**config.mk**
```make
export PLATFORM = sky130hd
export DESIGN_NAME = mem_port_arbiter
export DESIGN_NICKNAME = d
export VERILOG_FILES = /design/src/rtl/mem_port_arbiter.sv
export SDC_FILE = /design/constraint.sdc
export NUM_CORES = 1
export LEC_CHECK = 0
export ABC_AREA = 1
export BUFFER_PORTS_ARGS = -buffer_cell sky130_fd_sc_hd__buf_2
export CORE_UTILIZATION = 50
export CTS_CLUSTER_SIZE = 40
export DETAILED_ROUTE_END_ITERATION = 7
export PLACE_DENSITY = 0.85
export SLEW_MARGIN = 20
export SYNTH_ARGS = -nofsm -noshare
export SYNTH_HDL_FRONTEND = slang
export SYNTH_SLANG_ARGS = --single-unit
export TNS_END_PERCENT = 10
```
**constraint.sdc**
```tcl
create_clock -name clk -period 3.9 [get_ports clk]
set_input_delay 0.39 -clock clk [delete_from_list [all_inputs] [get_ports clk]]
set_output_delay 0.39 -clock clk [all_outputs]
set_load 0.05 [all_outputs]
```
**src/rtl/mem_port_arbiter.sv**
```systemverilog
// Arbitrates a fetch port and a data port onto one memory port: data has priority unless
// fetch has been starved, one transaction in flight, read responses guarded by a timeout.
module mem_port_arbiter #(
  parameter int unsigned STARVE_MAX = 3,
  parameter int unsigned TIMEOUT    = 15
) (
  input  logic        clk,
  input  logic        reset,
  input  logic        if_req,
  input  logic [31:0] if_addr,
  output logic        if_gnt,
  output logic        if_rvalid,
  output logic [31:0] if_rdata,
  input  logic        d_req,
  input  logic        d_we,
  input  logic [31:0] d_addr,
  input  logic [31:0] d_wdata,
  output logic        d_gnt,
  output logic        d_rvalid,
  output logic [31:0] d_rdata,
  output logic        mem_req,
  output logic        mem_we,
  output logic [31:0] mem_addr,
  output logic [31:0] mem_wdata,
  input  logic        mem_ready,
  input  logic        mem_rvalid,
  input  logic [31:0] mem_rdata,
  output logic        busy,
  output logic        owner,
  output logic        err
);

  localparam int unsigned WaitW     = (TIMEOUT > 1) ? $clog2(TIMEOUT) : 1;
  localparam logic [2:0]  StarveMax = 3'(STARVE_MAX);

  typedef enum logic [1:0] {StIdle, StIssue, StWait} state_e;

  state_e             r_state;
  state_e             w_state_d;
  logic [31:0]        r_addr;
  logic [31:0]        r_wdata;
  logic               r_we;
  logic               r_owner;
  logic [2:0]         r_starve_cnt;
  logic [WaitW-1:0]   r_wait_cnt;
  logic               r_err;
  logic               r_if_rvalid;
  logic               r_d_rvalid;
  logic [31:0]        r_if_rdata;
  logic [31:0]        r_d_rdata;

  logic               w_idle;
  logic               w_starved;
  logic               w_if_win;
  logic               w_d_win;
  logic               w_grant;
  logic               w_rsp_valid;
  logic [31:0]        w_rsp_data;
  logic               w_timeout;

  assign w_idle    = (r_state == StIdle);
  assign w_starved = (r_starve_cnt == StarveMax);
  assign w_if_win  = if_req & (~d_req | w_starved);
  assign w_d_win   = d_req & ~w_if_win;

  // Gated by reset so no grant is visible (or captured) while reset is held.
  assign if_gnt  = reset & w_idle & w_if_win;
  assign d_gnt   = reset & w_idle & w_d_win;
  assign w_grant = if_gnt | d_gnt;

  always_comb begin
    w_state_d   = r_state;
    w_rsp_valid = 1'b0;
    w_rsp_data  = 32'h0;
    w_timeout   = 1'b0;
    unique case (r_state)
      StIdle: begin
        if (w_grant) w_state_d = StIssue;
      end
      StIssue: begin
        if (mem_ready) w_state_d = r_we ? StIdle : StWait;
      end
      StWait: begin
        // A response arriving on the expiry cycle takes precedence over the timeout.
        if (mem_rvalid) begin
          w_rsp_valid = 1'b1;
          w_rsp_data  = mem_rdata;
          w_state_d   = StIdle;
        end else if (r_wait_cnt == WaitW'(TIMEOUT - 1)) begin
          w_rsp_valid = 1'b1;
          w_timeout   = 1'b1;
          w_state_d   = StIdle;
        end
      end
      default: w_state_d = StIdle;
    endcase
  end

  always_ff @(posedge clk or negedge reset) begin
    if (!reset) begin
      r_state      <= StIdle;
      r_addr       <= 32'h0;
      r_wdata      <= 32'h0;
      r_we         <= 1'b0;
      r_owner      <= 1'b0;
      r_starve_cnt <= 3'd0;
      r_wait_cnt   <= '0;
      r_err        <= 1'b0;
      r_if_rvalid  <= 1'b0;
      r_d_rvalid   <= 1'b0;
      r_if_rdata   <= 32'h0;
      r_d_rdata    <= 32'h0;
    end else begin
      r_state <= w_state_d;
      if (w_grant) begin
        r_addr  <= d_gnt ? d_addr : if_addr;
        r_wdata <= d_gnt ? d_wdata : 32'h0;
        r_we    <= d_gnt & d_we;
        r_owner <= d_gnt;
        if (d_gnt && if_req) begin
          if (!w_starved) r_starve_cnt <= r_starve_cnt + 3'd1;
        end else begin
          r_starve_cnt <= 3'd0;
        end
      end
      if (r_state == StIssue) begin
        r_wait_cnt <= '0;
      end else if (r_state == StWait) begin
        r_wait_cnt <= r_wait_cnt + WaitW'(1);
      end
      r_if_rvalid <= w_rsp_valid & ~r_owner;
      r_d_rvalid  <= w_rsp_valid & r_owner;
      if (w_rsp_valid) begin
        if (r_owner) r_d_rdata <= w_rsp_data;
        else         r_if_rdata <= w_rsp_data;
      end
      if (w_timeout) r_err <= 1'b1;
    end
  end

  assign mem_req   = (r_state == StIssue);
  assign mem_we    = mem_req & r_we;
  assign mem_addr  = r_addr;
  assign mem_wdata = r_wdata;
  assign busy      = ~w_idle;
  assign owner     = r_owner;
  assign err       = r_err;
  assign if_rvalid = r_if_rvalid;
  assign d_rvalid  = r_d_rvalid;
  assign if_rdata  = r_if_rdata;
  assign d_rdata   = r_d_rdata;

endmodule

```
==> qor.txt <==
PWR
------------------------------------------------------------------------------------------
Peak VDD IR                                                                       0.731 mV
Power density of the placed cells                                              901 nW/um^2
Static leakage                                                                     4.39 nW

CRITICAL PATH
------------------------------------------------------------------------------------------
Worst Setup Path Type                                                         register to output pin
Cells along the critical path                                                 ha_1 -> ha_1 -> inv_1 -> nand2_2 -> nand2_2 -> nand3_4 -> inv_2 -> buf_2
Worst Path Max Fanout                                                                   34
Crit path arrival time                                                             2.40 ns
Endpoint required time on the critical path                                        3.51 ns
Highest cell delay on the worst timing path                                        0.40 ns
Critical-path top delay cell                                                         inv_2
Endpoint kind of the worst setup timing path                                    output pin
Startpoint kind of the worst setup timing path                                    register

SYNTH
------------------------------------------------------------------------------------------
Area of the mapped netlist                                                      5890 sq um
Mean instance size in the synthesized netlist                                   9.04 sq um
Cell variety after synth                                                                22
Post-synth net total                                                                   795
Sequential area share after synthesis                                                60.3%
Gate count after technology mapping                                                    652
Largest area contributor in the synthesized netlist                                dfrtp_1
Top post-synthesis cells by area                                              dfrtp_1 60%, nand2_1 14%, nand3_1 12%, o21ai_0 5.9%, buf_2 1.8%
Yosys top cell area share                                                            60.3%
FF+latch count, synth                                                                  142
Yosys warning count                                                                      0

PLACED DESIGN
------------------------------------------------------------------------------------------
Post-placement cell count                                                             1029
I/O Buffers                                                                            271
Final weighted congestion of routability-driven global placement                     0.878
DP HPWL                                                                            10.7 mm

CLOCK NETWORK
------------------------------------------------------------------------------------------
Insertion delay to the later sink of the worst-skew pair                           0.41 ns
Number of gates resized after cts                                                        0
Clock buffer count from CTS                                                             17
Root Buffer Master                                                               clkbuf_16
Clock edge transition at the registers on the reported setup and hold paths        0.06 ns
Clock tree from TritonCTS                                                            built
Total of hold buffers inserted after clock tree synthesis                                0
CTS sink count                                                                         142
Total number of H-tree levels                                                            4
Number of buffers inserted to repair setup after CTS                                     0
Bufs on Longest Clock Path                                                               2

FINAL LAYOUT
------------------------------------------------------------------------------------------
Commonest cells after routing, fill and taps aside                            270 x buf_2, 213 x nand2_1, 142 x dfrtp_1
Fillcell total                                                                         898
Leading cell type in the layout, fill and taps excluded                              buf_2
Post-layout util                                                                     68.6%
Fraction of final layout cells with drive strength greater than 1                    34.8%
Filler-free cell count of the finished design                                         1061
Final net count                                                                       1048
Layout overhead on the synthesized area                                              33.4%

GRT
------------------------------------------------------------------------------------------
Pin count of the biggest net entering global routing                                    75
Vias in the first global route                                                        5265
Tot GR Track Use                                                                     26.4%
GRT Residual Overflow                                                                    0
Wire length of the first global-routing pass                                       25.7 mm
Antenna violations before repair                                                         1

DETAILED ROUTING
------------------------------------------------------------------------------------------
DR pass1 iterations                                                                      5
Total detailed-routing wirelength                                                  15.3 mm
Iter 0 DRT Violations                                                                  438
Via Count                                                                             5464
DRT antenna net count                                                                    0
Wire length per cell after detailed routing                                   14.4 microns
Via-to-Cell Ratio                                                                     5.15
Remaining DRCs                                                                           0

STA
------------------------------------------------------------------------------------------
Setup repair after global routing missed its margin                                     no
Hold Fails Final Rpt                                                                     0
Total negative slack                                                                  0 ns
Count of pins over their slew limit                                                      0
Post-route worst hold slack                                                       0.154 ns
Tightest Pin Transition                                                            1.09 ns
Final clock period utilization by the worst path                                     71.4%
Fmax                                                                             0.359 GHz
Remaining max-slew budget at the tightest pin                                        27.4%
Final setup violation count                                                              0
Final setup skew                                                                0.00871 ns
Minimum clock period after layout                                                  2.79 ns

DIE
------------------------------------------------------------------------------------------
Core area                                                                      11500 sq um
Overall die area                                                               12200 sq um
# IOs                                                                                  272
DIE HEIGHT                                                                     111 microns
Initial Utilization                                                                  51.4%
FP Rows                                                                                 39
Die Width                                                                      111 microns

MIN PATH
------------------------------------------------------------------------------------------
HP Class                                                                      input pin to asynchronous set/reset pin

JOB
------------------------------------------------------------------------------------------
Count of maximum capacitance violations                                                  0

STATUS
------------------------------------------------------------------------------------------
Result of the run                                                             complete, no violations

==> worst max-delay path, delay by kind of cell (launching register included) <==
family,cells,cell delay [ns]
adder cells (fa/ha/maj),2,0.37
buffers and inverters,3,0.80
flip-flops,1,0.38
AND/OR/NAND/NOR,3,0.43
==> cells by family after synthesis <==
group,count (synthesis),share of synthesized area (%)
adders and majority gates,8,1.70
and+or+nand+nor,360,26.4
AOI/OAI and AO/OA,74,6.35
buffers and inverters,68,5.31
DFF,142,60.3
==> metal layers <==
layer	share of wire [%]	global-route usage, %	vias up	wire length (microns)
met3	7.1	5.71	29	1080
met5	0	0	-	0
met1	42	34.0	2525	6370
li1	-	-	2646	-
met4	2.6	11.6	0	400
met2	49	43.2	264	7430
==> final timing paths <==
check,startpoint,slack [ns],cells past startpoint,to
max,r_starve_cnt[0],1.11,8,d_gnt
min,reset,0.15,2,mem_addr[1]
max reg2reg,r_starve_cnt[0],1.46,10,mem_wdata[10]
min reg2reg,d_rdata[21],0.48,2,d_rdata[21]
max in group asynchronous,reset,2.33,3,d_rdata[14]
min in group clk,d_wdata[28],0.17,3,mem_wdata[28]
==> report_power, final <==
group	internal, W	switching (W)
Clock	0.000960	0.000621
Sequential	0.00198	0.000281
Combinational	0.000717	0.00253
==> cells in the mapped netlist <==
cell type	instances
a21oi_1	3
buf_1	3
buf_2	21
buf_4	3
buf_6	2
clkbuf_1	11
clkbuf_2	4
dfrtp_1	142
ha_1	8
inv_1	21
inv_2	3
nand2_1	214
nand2_2	2
nand3_1	138
nand3_2	1
nand3_4	1
nand4_1	1
nor2_1	2
o21ai_0	69
o21bai_1	1
o22ai_1	1
or2_2	1
==> flip-flops by register name, summed over array words and instances (netlist names) <==
register,count
if_rvalid,1
r_starve_cnt,3
err,1
mem_addr,32
d_rvalid,1
owner,1
d_rdata,32
r_wait_cnt,4
r_we,1
if_rdata,32
r_state,2
mem_wdata,32
==> per-stage QoR <==
stage               power, W  area (sq um)  setup WS (ns)
finish               0.00709          7860           1.11
global route         0.00744          7860          0.912
CTS                  0.00713          7860           1.08
detailed placement   0.00553          7280           1.47
global placement     0.00548          7280           1.55
floorplan            0.00470          5890           2.12
==> area by class of cell <==
cell class	count	area [sq um]	share of cell area [%]
diodes	1	2.50	0.0318
clock buffers	19	443	5.63
clock inverters	12	139	1.77
inverters	24	90.1	1.15
multi-input cells	442	2040	26.0
flip-flops and latches	142	3550	45.2
well taps	143	179	2.28
repair buffers	278	1420	18.0
No activity file was read; power rests on OpenSTA's default activity.
